## src/rtl/pmem_arbiter_pkg.sv

```systemverilog
// Shared types and default widths for the icache/dcache physical-memory arbiter.
package pmem_arbiter_pkg;

    localparam int ADDR_WIDTH_DEF = 16;
    localparam int LINE_WIDTH_DEF = 128;

    typedef enum logic [1:0] {
        IDLE    = 2'd0,
        SERVE_I = 2'd1,
        SERVE_D = 2'd2
    } arb_state_t;

    typedef enum logic {
        REQ_I = 1'b0,
        REQ_D = 1'b1
    } arb_req_t;

endpackage

```

## src/rtl/pmem_arbiter_select.sv

```systemverilog
// Grant policy for the pmem arbiter: on a tie the requester that was not granted last wins.
// A caller that pins i_last_grant to REQ_I gets fixed d-over-i priority.
module pmem_arbiter_select
    import pmem_arbiter_pkg::*;
(
    input  logic     i_icache_req,
    input  logic     i_dcache_req,
    input  arb_req_t i_last_grant,
    output logic     o_grant_valid,
    output arb_req_t o_grant
);

    always_comb begin
        o_grant_valid = i_icache_req | i_dcache_req;
        o_grant       = REQ_D;
        if (i_icache_req && i_dcache_req) begin
            o_grant = (i_last_grant == REQ_I) ? REQ_D : REQ_I;
        end else if (i_icache_req) begin
            o_grant = REQ_I;
        end
    end

endmodule

```

## src/rtl/pmem_arbiter.sv

```systemverilog
// Shares one physical memory port between icache and dcache, one request in service at a time.
// Optional round-robin tie-break enabled by defining PMEM_ARBITER_RR_EN.
//
// state   | meaning
// IDLE    | no grant; pmem outputs 0; picks next requester
// SERVE_I | icache forwarded to pmem; i_resp follows pmem_resp
// SERVE_D | dcache forwarded to pmem; d_resp follows pmem_resp
module pmem_arbiter
    import pmem_arbiter_pkg::*;
#(
    parameter int ADDR_WIDTH = ADDR_WIDTH_DEF,
    parameter int LINE_WIDTH = LINE_WIDTH_DEF
) (
    input  logic                  clk,
    input  logic                  reset,

    input  logic                  i_read,
    input  logic                  i_write,
    input  logic [ADDR_WIDTH-1:0] i_address,
    input  logic [LINE_WIDTH-1:0] i_wdata,
    output logic                  i_resp,
    output logic [LINE_WIDTH-1:0] i_rdata,

    input  logic                  d_read,
    input  logic                  d_write,
    input  logic [ADDR_WIDTH-1:0] d_address,
    input  logic [LINE_WIDTH-1:0] d_wdata,
    output logic                  d_resp,
    output logic [LINE_WIDTH-1:0] d_rdata,

    output logic                  pmem_read,
    output logic                  pmem_write,
    output logic [ADDR_WIDTH-1:0] pmem_address,
    output logic [LINE_WIDTH-1:0] pmem_wdata,
    input  logic                  pmem_resp,
    input  logic [LINE_WIDTH-1:0] pmem_rdata
);

    arb_state_t r_state;
    arb_state_t w_next_state;
    arb_req_t   w_last_grant;
    arb_req_t   w_grant;
    logic       w_grant_valid;

    pmem_arbiter_select u_select (
        .i_icache_req (i_read | i_write),
        .i_dcache_req (d_read | d_write),
        .i_last_grant (w_last_grant),
        .o_grant_valid(w_grant_valid),
        .o_grant      (w_grant)
    );

`ifdef PMEM_ARBITER_RR_EN
    arb_req_t r_last_grant;

    always_ff @(posedge clk or posedge reset) begin
        if (reset) begin
            r_last_grant <= REQ_I;
        end else if (r_state != IDLE && pmem_resp) begin
            r_last_grant <= (r_state == SERVE_D) ? REQ_D : REQ_I;
        end
    end

    assign w_last_grant = r_last_grant;
`else
    // Pinned to I so the selector always hands ties to the dcache.
    assign w_last_grant = REQ_I;
`endif

    always_ff @(posedge clk or posedge reset) begin
        if (reset) begin
            r_state <= IDLE;
        end else begin
            r_state <= w_next_state;
        end
    end

    always_comb begin
        w_next_state = r_state;
        pmem_read    = 1'b0;
        pmem_write   = 1'b0;
        pmem_address = '0;
        pmem_wdata   = '0;
        i_resp       = 1'b0;
        d_resp       = 1'b0;
        case (r_state)
            IDLE: begin
                if (w_grant_valid) begin
                    w_next_state = (w_grant == REQ_D) ? SERVE_D : SERVE_I;
                end
            end
            SERVE_I: begin
                pmem_read    = i_read;
                pmem_write   = i_write;
                pmem_address = i_address;
                pmem_wdata   = i_wdata;
                i_resp       = pmem_resp;
                if (pmem_resp) begin
                    w_next_state = IDLE;
                end
            end
            SERVE_D: begin
                pmem_read    = d_read;
                pmem_write   = d_write;
                pmem_address = d_address;
                pmem_wdata   = d_wdata;
                d_resp       = pmem_resp;
                if (pmem_resp) begin
                    w_next_state = IDLE;
                end
            end
            default: w_next_state = IDLE;
        endcase
    end

    // Data is never muxed: resp alone says which cache may take it.
    assign i_rdata = pmem_rdata;
    assign d_rdata = pmem_rdata;

`ifndef SYNTHESIS
    a_i_rw_excl: assert property (@(posedge clk) disable iff (reset) !(i_read && i_write))
        else $error("icache asserted read and write together");
    a_d_rw_excl: assert property (@(posedge clk) disable iff (reset) !(d_read && d_write))
        else $error("dcache asserted read and write together");
`endif

endmodule

```

## config.mk

```make
export PLATFORM = sky130hd
export DESIGN_NAME = pmem_arbiter
export DESIGN_NICKNAME = d
export VERILOG_FILES = /design/src/rtl/pmem_arbiter_pkg.sv /design/src/rtl/pmem_arbiter_select.sv /design/src/rtl/pmem_arbiter.sv
export SDC_FILE = /design/constraint.sdc
export NUM_CORES = 1
export LEC_CHECK = 0
export CAP_MARGIN = 0
export CORE_AREA = 2 2 325 327
export CTS_BUF_LIST = sky130_fd_sc_hd__clkbuf_4 sky130_fd_sc_hd__clkbuf_8
export CTS_CLUSTER_DIAMETER = 80
export DETAILED_ROUTE_END_ITERATION = 6
export DIE_AREA = 0 0 327 329
export PLACE_DENSITY = 0.32
export SKIP_CTS_REPAIR_TIMING = 1
export SLEW_MARGIN = 20
export SYNTH_ARGS = -nofsm -noshare
export SYNTH_HDL_FRONTEND = slang
export SYNTH_HIERARCHICAL = 1
export SYNTH_SLANG_ARGS = --single-unit
export TNS_END_PERCENT = 50
```

## constraint.sdc

```tcl
create_clock -name clk -period 1.8 [get_ports clk]
set_clock_uncertainty 0.2 [all_clocks]
set_input_delay 0.18 -clock clk [delete_from_list [all_inputs] [get_ports clk]]
set_output_delay 0.18 -clock clk [all_outputs]
set_load 0.02 [all_outputs]
```

==> metrics.txt, run 1 <==
# TYPE chip_impl_metric gauge
chip_impl_metric{name="globalRouteOverflowTotal",unit=""} 0
chip_impl_metric{name="timing.final.crit_share",unit=""} 1.32
chip_impl_metric{name="drv_slew",unit=""} 0
chip_impl_metric{name="worst-endpoint-required",unit="ns"} 1.42
chip_impl_metric{name="maxCapViolCount",unit=""} 0
chip_impl_metric{name="postLayoutSetupSlackWorst",unit="ns"} -0.578
chip_impl_info{name="min_from",value="pmem_rdata[24]"} 1
chip_impl_metric{name="numCtsBuffers",unit=""} 3
chip_impl_metric{name="min_delay_path_depth",unit=""} 0
chip_impl_metric{name="post_drt_via_cell_ratio",unit=""} 2.35
chip_impl_metric{name="setup_total_negative_slack",unit="ns"} -55.10
chip_impl_metric{name="final_nets",unit=""} 1247
chip_impl_metric{name="reg2reg_depth",unit=""} 8
chip_impl_metric{name="synth.yosys.seq_area_share",unit=""} 0.0113
chip_impl_metric{name="core_box_area",unit="sq mm"} 0.104
chip_impl_metric{name="shortest_period_the_worst_path_allows",unit="ns"} 2.38
chip_impl_info{name="main_combinational_cell_family_by_area_after_synthesis",value="buffers and inverters"} 1
chip_impl_info{name="crit-reg2reg-capture",value="r_state[0]$_DFFE_PP0P_"} 1
chip_impl_metric{name="post_drt_wl_per_cell",unit="um"} 19.3
chip_impl_info{name="synth.top_cells.by_area",value="buf_4 (44%), a22oi_1 (25%), nor2b_1 (21%)"} 1
chip_impl_metric{name="crit_path_max_incr_delay",unit="ns"} 0.39
chip_impl_metric{name="drtPass1Iterations",unit=""} 4
chip_impl_info{name="critical_path.slowest_cell",value="dfrtp_1"} 1
chip_impl_metric{name="port-buffer-count",unit=""} 442
chip_impl_metric{name="syn_nets",unit=""} 1045
chip_impl_metric{name="gp_congestion",unit=""} 0.801
chip_impl_metric{name="grt.total_usage",unit=""} 0.0673
chip_impl_metric{name="synth_compound_area_frac",unit=""} 0.255
chip_impl_metric{name="detail_placement_hpwl",unit="um"} 35100
chip_impl_info{name="critical-path-top-delay-family",value="buffers and inverters"} 1
chip_impl_metric{name="ys_ff_latch",unit=""} 2
chip_impl_metric{name="post-route-util",unit=""} 0.0992
chip_impl_metric{name="p_total",unit="mW"} 12.8
chip_impl_info{name="worstHoldEndpoint",value="d_rdata[24]"} 1
chip_impl_metric{name="grt_pass1_vias",unit=""} 5389
chip_impl_metric{name="synth-simple-area-share",unit=""} 0.217
chip_impl_metric{name="post-route-drc-count",unit=""} 0
chip_impl_info{name="min-delay-path-class",value="in -> out"} 1
chip_impl_metric{name="synth.area.mux_share",unit=""} 0
chip_impl_metric{name="synthesis.instances",unit=""} 619
chip_impl_info{name="largest_registers",value="r_state x2"} 1
chip_impl_metric{name="netlist.area_leader.share",unit=""} 0.444
chip_impl_metric{name="n_fill_cell",unit=""} 12100
chip_impl_metric{name="drt.antenna.violating_nets",unit=""} 0
chip_impl_info{name="cts_root_buffer",value="clkbuf_8"} 1
chip_impl_metric{name="die_height",unit="um"} 329
chip_impl_metric{name="route.vias.total",unit=""} 5191
chip_impl_metric{name="fin_area",unit="sq mm"} 0.0104
chip_impl_info{name="max_flop_register",value="r_state"} 1
chip_impl_info{name="run_status",value="finished with violations"} 1
chip_impl_metric{name="grt_max_degree",unit=""} 53
chip_impl_info{name="setup_crit_path_kind",value="reg -> out"} 1
chip_impl_metric{name="clk_pin_slew_worst_paths",unit="ns"} 0.03
chip_impl_metric{name="ir_worst_vdd",unit="uV"} 354
chip_impl_metric{name="number_of_antenna_violations_at_the_first_check_in_global_routing",unit=""} 8
chip_impl_metric{name="worstSkewPairLatency",unit="ns"} 0.21
chip_impl_metric{name="grt.met2_usage",unit=""} 0.116
chip_impl_metric{name="share_of_final_layout_standard_cells_stronger_than_drive_strength_1",unit=""} 0.398
chip_impl_metric{name="finalHoldWorstSlack",unit="ns"} 0.160
chip_impl_metric{name="row_count",unit=""} 119
chip_impl_metric{name="pwr_density_cell",unit="mW/mm^2"} 1240
chip_impl_metric{name="grt_first_pass_wirelength",unit="um"} 49000
chip_impl_metric{name="synthesis.yosys.warnings",unit=""} 6
chip_impl_metric{name="detailed_place.area",unit="sq mm"} 0.00947
chip_impl_info{name="synth_top_cell_by_area",value="buf_4"} 1
chip_impl_metric{name="routed_wl",unit="um"} 42700
chip_impl_metric{name="critPathMaxFanout",unit=""} 11
chip_impl_metric{name="depth_of_the_cts_h_tree",unit=""} 1
chip_impl_metric{name="grt_use_met1",unit=""} 0.0772
chip_impl_metric{name="area_delta_synth_final",unit="%"} 135
chip_impl_info{name="failed_checks",value="setup timing"} 1
chip_impl_info{name="crit_chain",value="buf_4 > ha_4 > buf_12 > buf_12 > buf_4 > a22oi_2 > nor2b_4 > buf_4 > buf_12"} 1
chip_impl_metric{name="netlist-cell-type-count",unit=""} 19
chip_impl_metric{name="netlist_area",unit="sq mm"} 0.00441
chip_impl_metric{name="post_synth_xor_area_fraction",unit=""} 0
chip_impl_metric{name="worstPathArrival",unit="ns"} 2.00
chip_impl_metric{name="die_w",unit="um"} 327
chip_impl_metric{name="post_synth.cell_area_avg",unit="sq um"} 7.13
chip_impl_metric{name="setup_violations",unit=""} 150
chip_impl_info{name="cts_tree",value="built"} 1
chip_impl_metric{name="total_leakage_power",unit="nW"} 3.60
chip_impl_info{name="worstSetupStartpointType",value="register"} 1
chip_impl_metric{name="design.portCount",unit=""} 827
chip_impl_metric{name="die_area",unit="sq mm"} 0.108
chip_impl_metric{name="gr-usage-met3",unit=""} 0.0216
chip_impl_info{name="grt_most_used_layer",value="met2"} 1
chip_impl_info{name="worst_setup_path_end_kind",value="output pin"} 1
chip_impl_info{name="setup_repair_after_global_routing_missed_its_margin",value="true"} 1
chip_impl_metric{name="cts-root-to-sink-buffers",unit=""} 2
chip_impl_metric{name="largest_register_ffs",unit=""} 2
chip_impl_metric{name="clkSinkCount",unit=""} 2
chip_impl_metric{name="start_util",unit=""} 0.0423
chip_impl_metric{name="reg2reg_setup_slack",unit="ns"} -0.29
chip_impl_metric{name="finalHoldViolations",unit=""} 0
chip_impl_metric{name="clock.fmax",unit="MHz"} 421
chip_impl_metric{name="post_synth_fa_ha_maj_area_fraction",unit=""} 0.00851
chip_impl_info{name="r2r_start",value="r_state[0]$_DFFE_PP0P_"} 1
chip_impl_metric{name="initialDrtViolationCount",unit=""} 173
chip_impl_metric{name="buffering_stage_count_on_the_worst_path_with_inverters_included",unit=""} 6
-- final cells by class --
type | count | area (sq um) | share of cell area
tap | 1391 | 1740 | 0.168
inverter | 6 | 22.5 | 0.00217
multi-input combinational | 307 | 2730 | 0.264
sequential | 2 | 50.0 | 0.00483
antenna | 2 | 5.00 | 0.000483
clock buffer | 3 | 41.3 | 0.00399
timing repair buffer | 501 | 5770 | 0.557
-- stage by stage --
stage	instances	setup slack, ns
after floorplan	619	-0.00756
after global placement	2190	-0.627
after detailed placement	2190	-0.643
after CTS	2193	-0.892
after global routing	2212	-0.645
final	2212	-0.578
-- routing by layer --
layer  wire length, um  vias to the layer above
li1                  -                     2254
met1             16500                     2327
met2             21000                      470
met3              3490                      134
met4              1770                        6
met5                31                        -
-- worst max path at each step --
stage                                       from              to  slack [ns]  depth (start not counted)
final                     r_state[1]$_DFFE_PP0P_  pmem_wdata[83]       -0.58                          9
after global routing      r_state[1]$_DFFE_PP0P_  pmem_wdata[83]       -0.64                          9
after CTS                 r_state[0]$_DFFE_PP0P_  pmem_wdata[83]       -0.89                          9
after detailed placement  r_state[0]$_DFFE_PP0P_  pmem_wdata[83]       -0.64                          9
after global placement    r_state[0]$_DFFE_PP0P_  pmem_wdata[83]       -0.63                          9
after floorplan           r_state[0]$_DFFE_PP0P_  pmem_wdata[91]      -0.008                          5
-- logic make-up (layout without fill, tap and decap cells) --
kind of cell | after synthesis | after routing
compound gates | 150 | 150
fa+ha+maj | 3 | 3
buf+inv | 310 | 510
flops | 2 | 2
other cells | 1 | 3
simple gates | 153 | 153
-- layout by cell type (no fill, tap or decap), drive strengths merged --
master         Yosys  layout
inv                6       6
o21ai              2       2
clkbuf            17      37
clkdlybuf4s50      0     294
ha                 3       3
nand2b             1       1
and2               2       2
buf              287     150
a22oi            146     146
dlymetal6s2s       0      22
or2                3       3
dlygate4sd3        0       1
nor2b            146     146
a22o               2       2
diode              0       2
dfrtp              2       2
and3               1       1
conb               1       1
-- synth_stat cells --
cell        n
buf_4     261
a22oi_1   146
nor2b_1   146
buf_2      16
clkbuf_1   16
buf_6      10
inv_1       6
ha_1        3
a22o_1      2
and2_1      2
dfrtp_1     2
or2_2       2
and3_1      1
clkbuf_2    1
conb_1      1
nand2b_1    1
o21ai_0     1
o21ai_1     1
or2_1       1
-- report_power, final --
group	internal, mW	total [mW]	leakage, nW	switching [mW]
clock	0.141	0.177	0.0216	0.0353
sequential	0.0634	0.0816	0.0257	0.0182
combinational	6.30	12.5	3.55	6.24
total	6.51	12.8	3.60	6.30
(Power assumes the default switching activity.)
==> run 2: changes to the inputs <==
Settings changed: SETUP_SLACK_MARGIN from default to 0.3.
==> run 2 against run 1 <==
Net effect:
- the run still ends with setup timing left
- combinational power is 24% higher
- design area is 14% higher
- critical path depth is 1 lower
- power is 23% higher
- flip-flop and latch count stayed put
- via count is 6.7% higher
- sequential share of layout area hardly changed
- global-route usage is 0.24 points higher
- critical endpoint is now pmem_wdata[64]
- largest power group unchanged
==> metrics.txt, run 2 (same netlist as run 1, synthesis figures left out) <==
# TYPE chip_impl_metric gauge
chip_impl_metric{name="finalHoldWorstSlack",unit="ns"} 0.160
chip_impl_info{name="setup_crit_path_kind",value="reg -> out"} 1
chip_impl_metric{name="post_drt_wl_per_cell",unit="um"} 19.8
chip_impl_metric{name="die_area",unit="sq mm"} 0.108
chip_impl_metric{name="globalRouteOverflowTotal",unit=""} 0
chip_impl_info{name="cts_root_buffer",value="clkbuf_8"} 1
chip_impl_metric{name="shortest_period_the_worst_path_allows",unit="ns"} 2.31
chip_impl_metric{name="port-buffer-count",unit=""} 442
chip_impl_metric{name="grt_first_pass_wirelength",unit="um"} 51800
chip_impl_metric{name="depth_of_the_cts_h_tree",unit=""} 1
chip_impl_metric{name="clkSinkCount",unit=""} 2
chip_impl_metric{name="numCtsBuffers",unit=""} 3
chip_impl_metric{name="grt_max_degree",unit=""} 33
chip_impl_metric{name="post-route-util",unit=""} 0.113
chip_impl_metric{name="placedCellCount",unit=""} 2227
chip_impl_metric{name="number_of_antenna_violations_at_the_first_check_in_global_routing",unit=""} 12
chip_impl_metric{name="share_of_final_layout_standard_cells_stronger_than_drive_strength_1",unit=""} 0.604
chip_impl_info{name="crit-reg2reg-capture",value="r_state[1]$_DFFE_PP0P_"} 1
chip_impl_metric{name="grt.total_usage",unit=""} 0.0697
chip_impl_metric{name="reg2reg_depth",unit=""} 8
chip_impl_metric{name="largest_register_ffs",unit=""} 2
chip_impl_metric{name="total_leakage_power",unit="nW"} 4.00
chip_impl_metric{name="grt_pass1_vias",unit=""} 5601
chip_impl_metric{name="critPathMaxFanout",unit=""} 7
chip_impl_metric{name="worstSkewPairLatency",unit="ns"} 0.21
chip_impl_metric{name="design.portCount",unit=""} 827
chip_impl_info{name="worstSetupStartpointType",value="register"} 1
chip_impl_metric{name="ir_worst_vdd",unit="uV"} 648
chip_impl_metric{name="fin_area",unit="sq mm"} 0.0118
chip_impl_metric{name="final_nets",unit=""} 1322
chip_impl_metric{name="setup_violations",unit=""} 150
chip_impl_info{name="worst_setup_path_end_kind",value="output pin"} 1
chip_impl_metric{name="die_height",unit="um"} 329
chip_impl_metric{name="routed_wl",unit="um"} 45200
chip_impl_metric{name="area_delta_synth_final",unit="%"} 167
chip_impl_info{name="failed_checks",value="setup timing"} 1
chip_impl_metric{name="finalHoldViolations",unit=""} 0
chip_impl_metric{name="gp_congestion",unit=""} 0.896
chip_impl_metric{name="min_delay_path_depth",unit=""} 0
chip_impl_metric{name="timing.final.crit_share",unit=""} 1.28
chip_impl_metric{name="postLayoutSetupSlackWorst",unit="ns"} -0.512
chip_impl_info{name="cts_tree",value="built"} 1
chip_impl_info{name="max_flop_register",value="r_state"} 1
chip_impl_metric{name="maxCapViolCount",unit=""} 0
chip_impl_info{name="setup_repair_after_global_routing_missed_its_margin",value="true"} 1
chip_impl_info{name="layout_commonest_cell",value="clkdlybuf4s50_1"} 1
chip_impl_metric{name="core_box_area",unit="sq mm"} 0.104
chip_impl_metric{name="pwr_density_cell",unit="mW/mm^2"} 1340
chip_impl_metric{name="drtPass1Iterations",unit=""} 4
chip_impl_metric{name="initialDrtViolationCount",unit=""} 155
chip_impl_info{name="run_status",value="finished with violations"} 1
chip_impl_metric{name="die_w",unit="um"} 327
chip_impl_metric{name="n_fill_cell",unit=""} 12000
chip_impl_metric{name="clk_pin_slew_worst_paths",unit="ns"} 0.03
chip_impl_metric{name="start_util",unit=""} 0.0423
chip_impl_metric{name="finish.cell_count_without_fillers",unit=""} 2285
chip_impl_metric{name="reg2reg_setup_slack",unit="ns"} -0.22
chip_impl_metric{name="post_drt_via_cell_ratio",unit=""} 2.42
chip_impl_metric{name="detailed_place.area",unit="sq mm"} 0.0102
chip_impl_info{name="layout.cells.most_common_list",value="clkdlybuf4s50_1 (294), a22oi_2 (112), buf_4 (93), nor2b_4 (83), buf_12 (64)"} 1
chip_impl_info{name="min-delay-path-class",value="in -> out"} 1
chip_impl_metric{name="post-route-drc-count",unit=""} 0
chip_impl_info{name="r2r_start",value="r_state[1]$_DFFE_PP0P_"} 1
chip_impl_metric{name="seq_area",unit="sq um"} 51.3
chip_impl_metric{name="drv_slew",unit=""} 0
chip_impl_metric{name="clock.fmax",unit="MHz"} 433
chip_impl_metric{name="route.vias.total",unit=""} 5540
chip_impl_info{name="largest_registers",value="r_state x2"} 1
chip_impl_metric{name="cts-root-to-sink-buffers",unit=""} 2
chip_impl_metric{name="drt.antenna.violating_nets",unit=""} 0
chip_impl_metric{name="worst-endpoint-required",unit="ns"} 1.42
chip_impl_metric{name="antennaDiodeCount",unit=""} 0
chip_impl_metric{name="worstPathArrival",unit="ns"} 1.93
chip_impl_info{name="worstHoldEndpoint",value="d_rdata[43]"} 1
chip_impl_info{name="min_from",value="pmem_rdata[43]"} 1
chip_impl_metric{name="multi_input_comb_area",unit="sq mm"} 0.00349
chip_impl_metric{name="detail_placement_hpwl",unit="um"} 36400
chip_impl_metric{name="row_count",unit=""} 119
[run 2: critical path, cell delays in order, from the launching register on]
cell	delay (ns)
dfrtp_2	0.42
ha_4	0.19
buf_12	0.15
buf_16	0.15
buf_8	0.13
a22oi_2	0.29
buf_4	0.19
nor2b_4	0.04
buf_6	0.12
[run 2: how the worst max path moves through the flow]
stage,from,end,slack (ns),cells after the start
6_report,r_state[0]$_DFFE_PP0P_,pmem_wdata[64],-0.51,8
5_1_grt,r_state[0]$_DFFE_PP0P_,pmem_wdata[67],-0.55,8
3_3_place_gp,r_state[1]$_DFFE_PP0P_,pmem_wdata[75],-0.65,9
3_5_place_dp,r_state[1]$_DFFE_PP0P_,pmem_wdata[75],-0.68,9
2_1_floorplan,r_state[0]$_DFFE_PP0P_,pmem_wdata[105],0.12,6
4_1_cts,r_state[1]$_DFFE_PP0P_,pmem_wdata[75],-0.90,9
[run 2: power by group]
group	internal [mW]	switching, mW
Clock	0.141	0.0320
Combinational	8.44	7.06
Sequential	0.0651	0.0199
Total	8.65	7.11
[run 2: metrics by stage]
step	setup slack (ns)	TNS, ns	power [mW]
global placement	-0.649	-64.26	12.3
detailed placement	-0.679	-66.29	12.3
global route	-0.553	-61.10	16.7
floorplan	0.122	0	7.00
CTS	-0.902	-100.81	12.5
finish	-0.512	-50.41	15.8
[run 2: metal layers]
metal | up-vias | GRT usage | share of wire
li1 | 2403 | - | -
met4 | 20 | 0.0208 | 0.030
met2 | 487 | 0.117 | 0.47
met3 | 104 | 0.0325 | 0.11
met1 | 2526 | 0.0785 | 0.39
met5 | - | 0 | 0.0026
[run 2: area by class of cell]
class | instances | area share
clock buffer | 3 | 0.00351
inverter | 6 | 0.00191
multi-input combinational | 307 | 0.296
sequential | 2 | 0.00436
tap | 1391 | 0.148
timing repair buffer | 576 | 0.546
==> run 3: changes to the inputs <==
Settings changed: PLACE_DENSITY 0.32 to default.
==> run 3 against run 2 <==
Net effect:
- the run still ends with setup timing left
- critical path type unchanged
- cell count decreased by 2.9%
- combinational power increased by 3%
- global-route usage increased by 3.2 points
- sequential share of layout area about the same
- maximum frequency increased by 2.3%
- largest cell class unchanged
- non-clock buffer count decreased by 72
- core utilization about the same
- first-iteration DRC count decreased by 6.5%
- setup slack improved by 0.053 ns
- die area unchanged
- critical endpoint is now pmem_wdata[116]
- flip-flop and latch count unchanged
- power increased by 3.1%
==> metrics.txt, run 3 (same netlist as run 1, synthesis figures left out) <==
# TYPE chip_impl_metric gauge
chip_impl_info{name="run_status",value="finished with violations"} 1
chip_impl_info{name="failed_checks",value="setup timing"} 1
chip_impl_info{name="crit_chain",value="inv_2 > ha_4 > buf_8 > clkbuf_16 > a22oi_2 > nor2b_4 > buf_12"} 1
chip_impl_metric{name="cts-root-to-sink-buffers",unit=""} 2
chip_impl_info{name="min_from",value="pmem_rdata[2]"} 1
chip_impl_metric{name="drtPass1Iterations",unit=""} 4
chip_impl_metric{name="area_delta_synth_final",unit="%"} 167
chip_impl_metric{name="final_nets",unit=""} 1250
chip_impl_metric{name="setup_violations",unit=""} 150
chip_impl_info{name="max_flop_register",value="r_state"} 1
chip_impl_metric{name="total_leakage_power",unit="nW"} 3.76
chip_impl_metric{name="ir_worst_vdd",unit="uV"} 1130
chip_impl_info{name="critical-path-top-delay-family",value="buffers and inverters"} 1
chip_impl_metric{name="internal_power",unit="mW"} 8.63
chip_impl_metric{name="pwr_density_cell",unit="mW/mm^2"} 1380
chip_impl_info{name="min-delay-path-class",value="in -> out"} 1
chip_impl_metric{name="post-route-drc-count",unit=""} 0
chip_impl_metric{name="route.vias.total",unit=""} 5383
chip_impl_metric{name="buffering_stage_count_on_the_worst_path_with_inverters_included",unit=""} 4
chip_impl_metric{name="clk_pin_slew_worst_paths",unit="ns"} 0.03
chip_impl_metric{name="shortest_period_the_worst_path_allows",unit="ns"} 2.26
chip_impl_metric{name="port-buffer-count",unit=""} 442
chip_impl_metric{name="initialDrtViolationCount",unit=""} 145
chip_impl_metric{name="die_height",unit="um"} 329
chip_impl_metric{name="grt_first_pass_wirelength",unit="um"} 68100
chip_impl_metric{name="pwr-share-comb",unit=""} 0.983
chip_impl_info{name="largest_registers",value="r_state x2"} 1
chip_impl_metric{name="routed_wl",unit="um"} 62400
chip_impl_metric{name="post_drt_via_cell_ratio",unit=""} 2.43
chip_impl_info{name="layout.cells.most_common_list",value="clkdlybuf4s50_1 (294), buf_12 (123), nor2b_4 (106), a22oi_2 (90), a22oi_1 (56)"} 1
chip_impl_metric{name="worstPathArrival",unit="ns"} 1.88
chip_impl_info{name="setup_crit_path_kind",value="reg -> out"} 1
chip_impl_metric{name="numCtsBuffers",unit=""} 3
chip_impl_info{name="cts_root_buffer",value="clkbuf_8"} 1
chip_impl_info{name="critical_path.slowest_cell",value="dfrtp_1"} 1
chip_impl_metric{name="gp_congestion",unit=""} 0.694
chip_impl_info{name="layout_commonest_cell",value="clkdlybuf4s50_1"} 1
chip_impl_metric{name="core_box_area",unit="sq mm"} 0.104
chip_impl_metric{name="timing.final.crit_share",unit=""} 1.25
chip_impl_metric{name="finalHoldViolations",unit=""} 0
chip_impl_info{name="r2r_start",value="r_state[0]$_DFFE_PP0P_"} 1
chip_impl_metric{name="clkSinkCount",unit=""} 2
chip_impl_metric{name="detail_placement_hpwl",unit="um"} 54900
chip_impl_metric{name="design.portCount",unit=""} 827
chip_impl_metric{name="min_delay_path_depth",unit=""} 0
chip_impl_metric{name="post_drt_wl_per_cell",unit="um"} 28.1
chip_impl_metric{name="worst-endpoint-required",unit="ns"} 1.42
chip_impl_metric{name="worstSkewPairLatency",unit="ns"} 0.22
chip_impl_metric{name="grt.total_usage",unit=""} 0.102
chip_impl_metric{name="clock.fmax",unit="MHz"} 443
chip_impl_metric{name="number_of_antenna_violations_at_the_first_check_in_global_routing",unit=""} 21
chip_impl_metric{name="die_area",unit="sq mm"} 0.108
chip_impl_metric{name="die_w",unit="um"} 327
chip_impl_info{name="crit-reg2reg-capture",value="r_state[0]$_DFFE_PP0P_"} 1
chip_impl_metric{name="n_fill_cell",unit=""} 11900
chip_impl_metric{name="post-place-ws",unit="ns"} -0.535
chip_impl_metric{name="globalRouteOverflowTotal",unit=""} 0
chip_impl_info{name="setup_repair_after_global_routing_missed_its_margin",value="true"} 1
chip_impl_metric{name="finalHoldWorstSlack",unit="ns"} 0.160
chip_impl_metric{name="placedCellCount",unit=""} 2184
chip_impl_metric{name="drt.antenna.violating_nets",unit=""} 0
chip_impl_metric{name="reg2reg_setup_slack",unit="ns"} -0.15
chip_impl_metric{name="depth_of_the_cts_h_tree",unit=""} 1
chip_impl_metric{name="start_util",unit=""} 0.0423
chip_impl_info{name="cts_tree",value="built"} 1
chip_impl_metric{name="switching_share_of_power",unit=""} 0.469
chip_impl_metric{name="p_clk_frac",unit=""} 0.011
chip_impl_metric{name="critical_path_cell_count",unit=""} 7
chip_impl_metric{name="grt_max_degree",unit=""} 43
chip_impl_metric{name="crit_path_max_incr_delay",unit="ns"} 0.38
chip_impl_metric{name="register_share_of_total_power",unit=""} 0.005
chip_impl_metric{name="reg2reg_depth",unit=""} 7
chip_impl_metric{name="row_count",unit=""} 119
chip_impl_metric{name="drv_slew",unit=""} 0
chip_impl_metric{name="share_of_final_layout_standard_cells_stronger_than_drive_strength_1",unit=""} 0.549
chip_impl_metric{name="maxCapViolCount",unit=""} 0
chip_impl_metric{name="finish.cell_count_without_fillers",unit=""} 2219
chip_impl_info{name="worstSetupStartpointType",value="register"} 1
chip_impl_metric{name="largest_register_ffs",unit=""} 2
chip_impl_metric{name="critPathMaxFanout",unit=""} 17
chip_impl_info{name="worst_setup_path_end_kind",value="output pin"} 1
chip_impl_metric{name="switching_power",unit="mW"} 7.63
chip_impl_metric{name="postLayoutSetupSlackWorst",unit="ns"} -0.459
chip_impl_info{name="worstHoldEndpoint",value="d_rdata[2]"} 1
chip_impl_metric{name="grt_pass1_vias",unit=""} 5175
run 3: cell types whose count changed in the layout (fill, tap and decap cells not counted), moves of 4 or more:
cell,previous run,this run
nor2b_2,58,34
buf_8,10,3
diode_2,0,6
clkbuf_16,15,11
buf_4,93,22
buf_12,64,123
clkbuf_2,23,14
nor2b_4,83,106
buf_6,63,28
dlymetal6s2s_1,5,0
a22oi_2,112,90
a22oi_1,34,56
run 3: cell type report:
cell class / instances / area, sq um / area share
repair buffers: 504 / 6390 / 0.543
well taps: 1391 / 1740 / 0.148
clock buffers: 3 / 41.3 / 0.00351
diodes: 6 / 15.0 / 0.00128
multi-input cells: 307 / 3500 / 0.298
flip-flops and latches: 2 / 50.0 / 0.00425
inverters: 6 / 22.5 / 0.00191
run 3: worst reg2reg max path: cells and delay by family, from the launching register on:
family	cells	cell delay, ns
compound gates	1	0.21
fa+ha+maj	1	0.31
buf+inv	3	0.47
flops	1	0.41
simple gates	2	0.22
run 3: worst max path at each step:
stage / startpoint / to / slack, ns
2_1_floorplan: r_state[0]$_DFFE_PP0P_ / pmem_wdata[105] / 0.12
3_3_place_gp: r_state[0]$_DFFE_PP0P_ / pmem_wdata[44] / -0.53
3_5_place_dp: r_state[0]$_DFFE_PP0P_ / pmem_wdata[44] / -0.54
4_1_cts: r_state[0]$_DFFE_PP0P_ / pmem_wdata[44] / -0.76
5_1_grt: r_state[1]$_DFFE_PP0P_ / pmem_wdata[122] / -0.50
6_report: r_state[1]$_DFFE_PP0P_ / pmem_wdata[116] / -0.46
run 3: stage by stage:
stage	util	TNS [ns]	area, sq um	total power, mW
6_report	0.113	-50.58	11800	16.3
4_1_cts	0.101	-83.00	10500	13.8
3_5_place_dp	0.100	-48.95	10500	13.5
5_1_grt	0.113	-60.62	11800	17.1
3_3_place_gp	0.100	-45.49	10500	13.5
2_1_floorplan	-	0	5200	7.00
run 3: power by group through the flow:
stage               Clock [mW]  Sequential, mW  Combinational (mW)
finish                   0.185          0.0859                16.0
global route             0.193          0.0885                16.8
CTS                      0.192          0.0843                13.5
detailed placement           0          0.0861                13.4
global placement             0          0.0838                13.4
floorplan                    0          0.0784                6.92
run 3: per-layer routing:
metal	vias up	share of wire	global-route usage	wire length [um]
met5	-	0.00096	0	60
met4	10	0.025	0.0182	1560
met3	74	0.16	0.0763	10100
met2	609	0.45	0.160	28300
met1	2421	0.36	0.110	22400
li1	2269	-	-	-
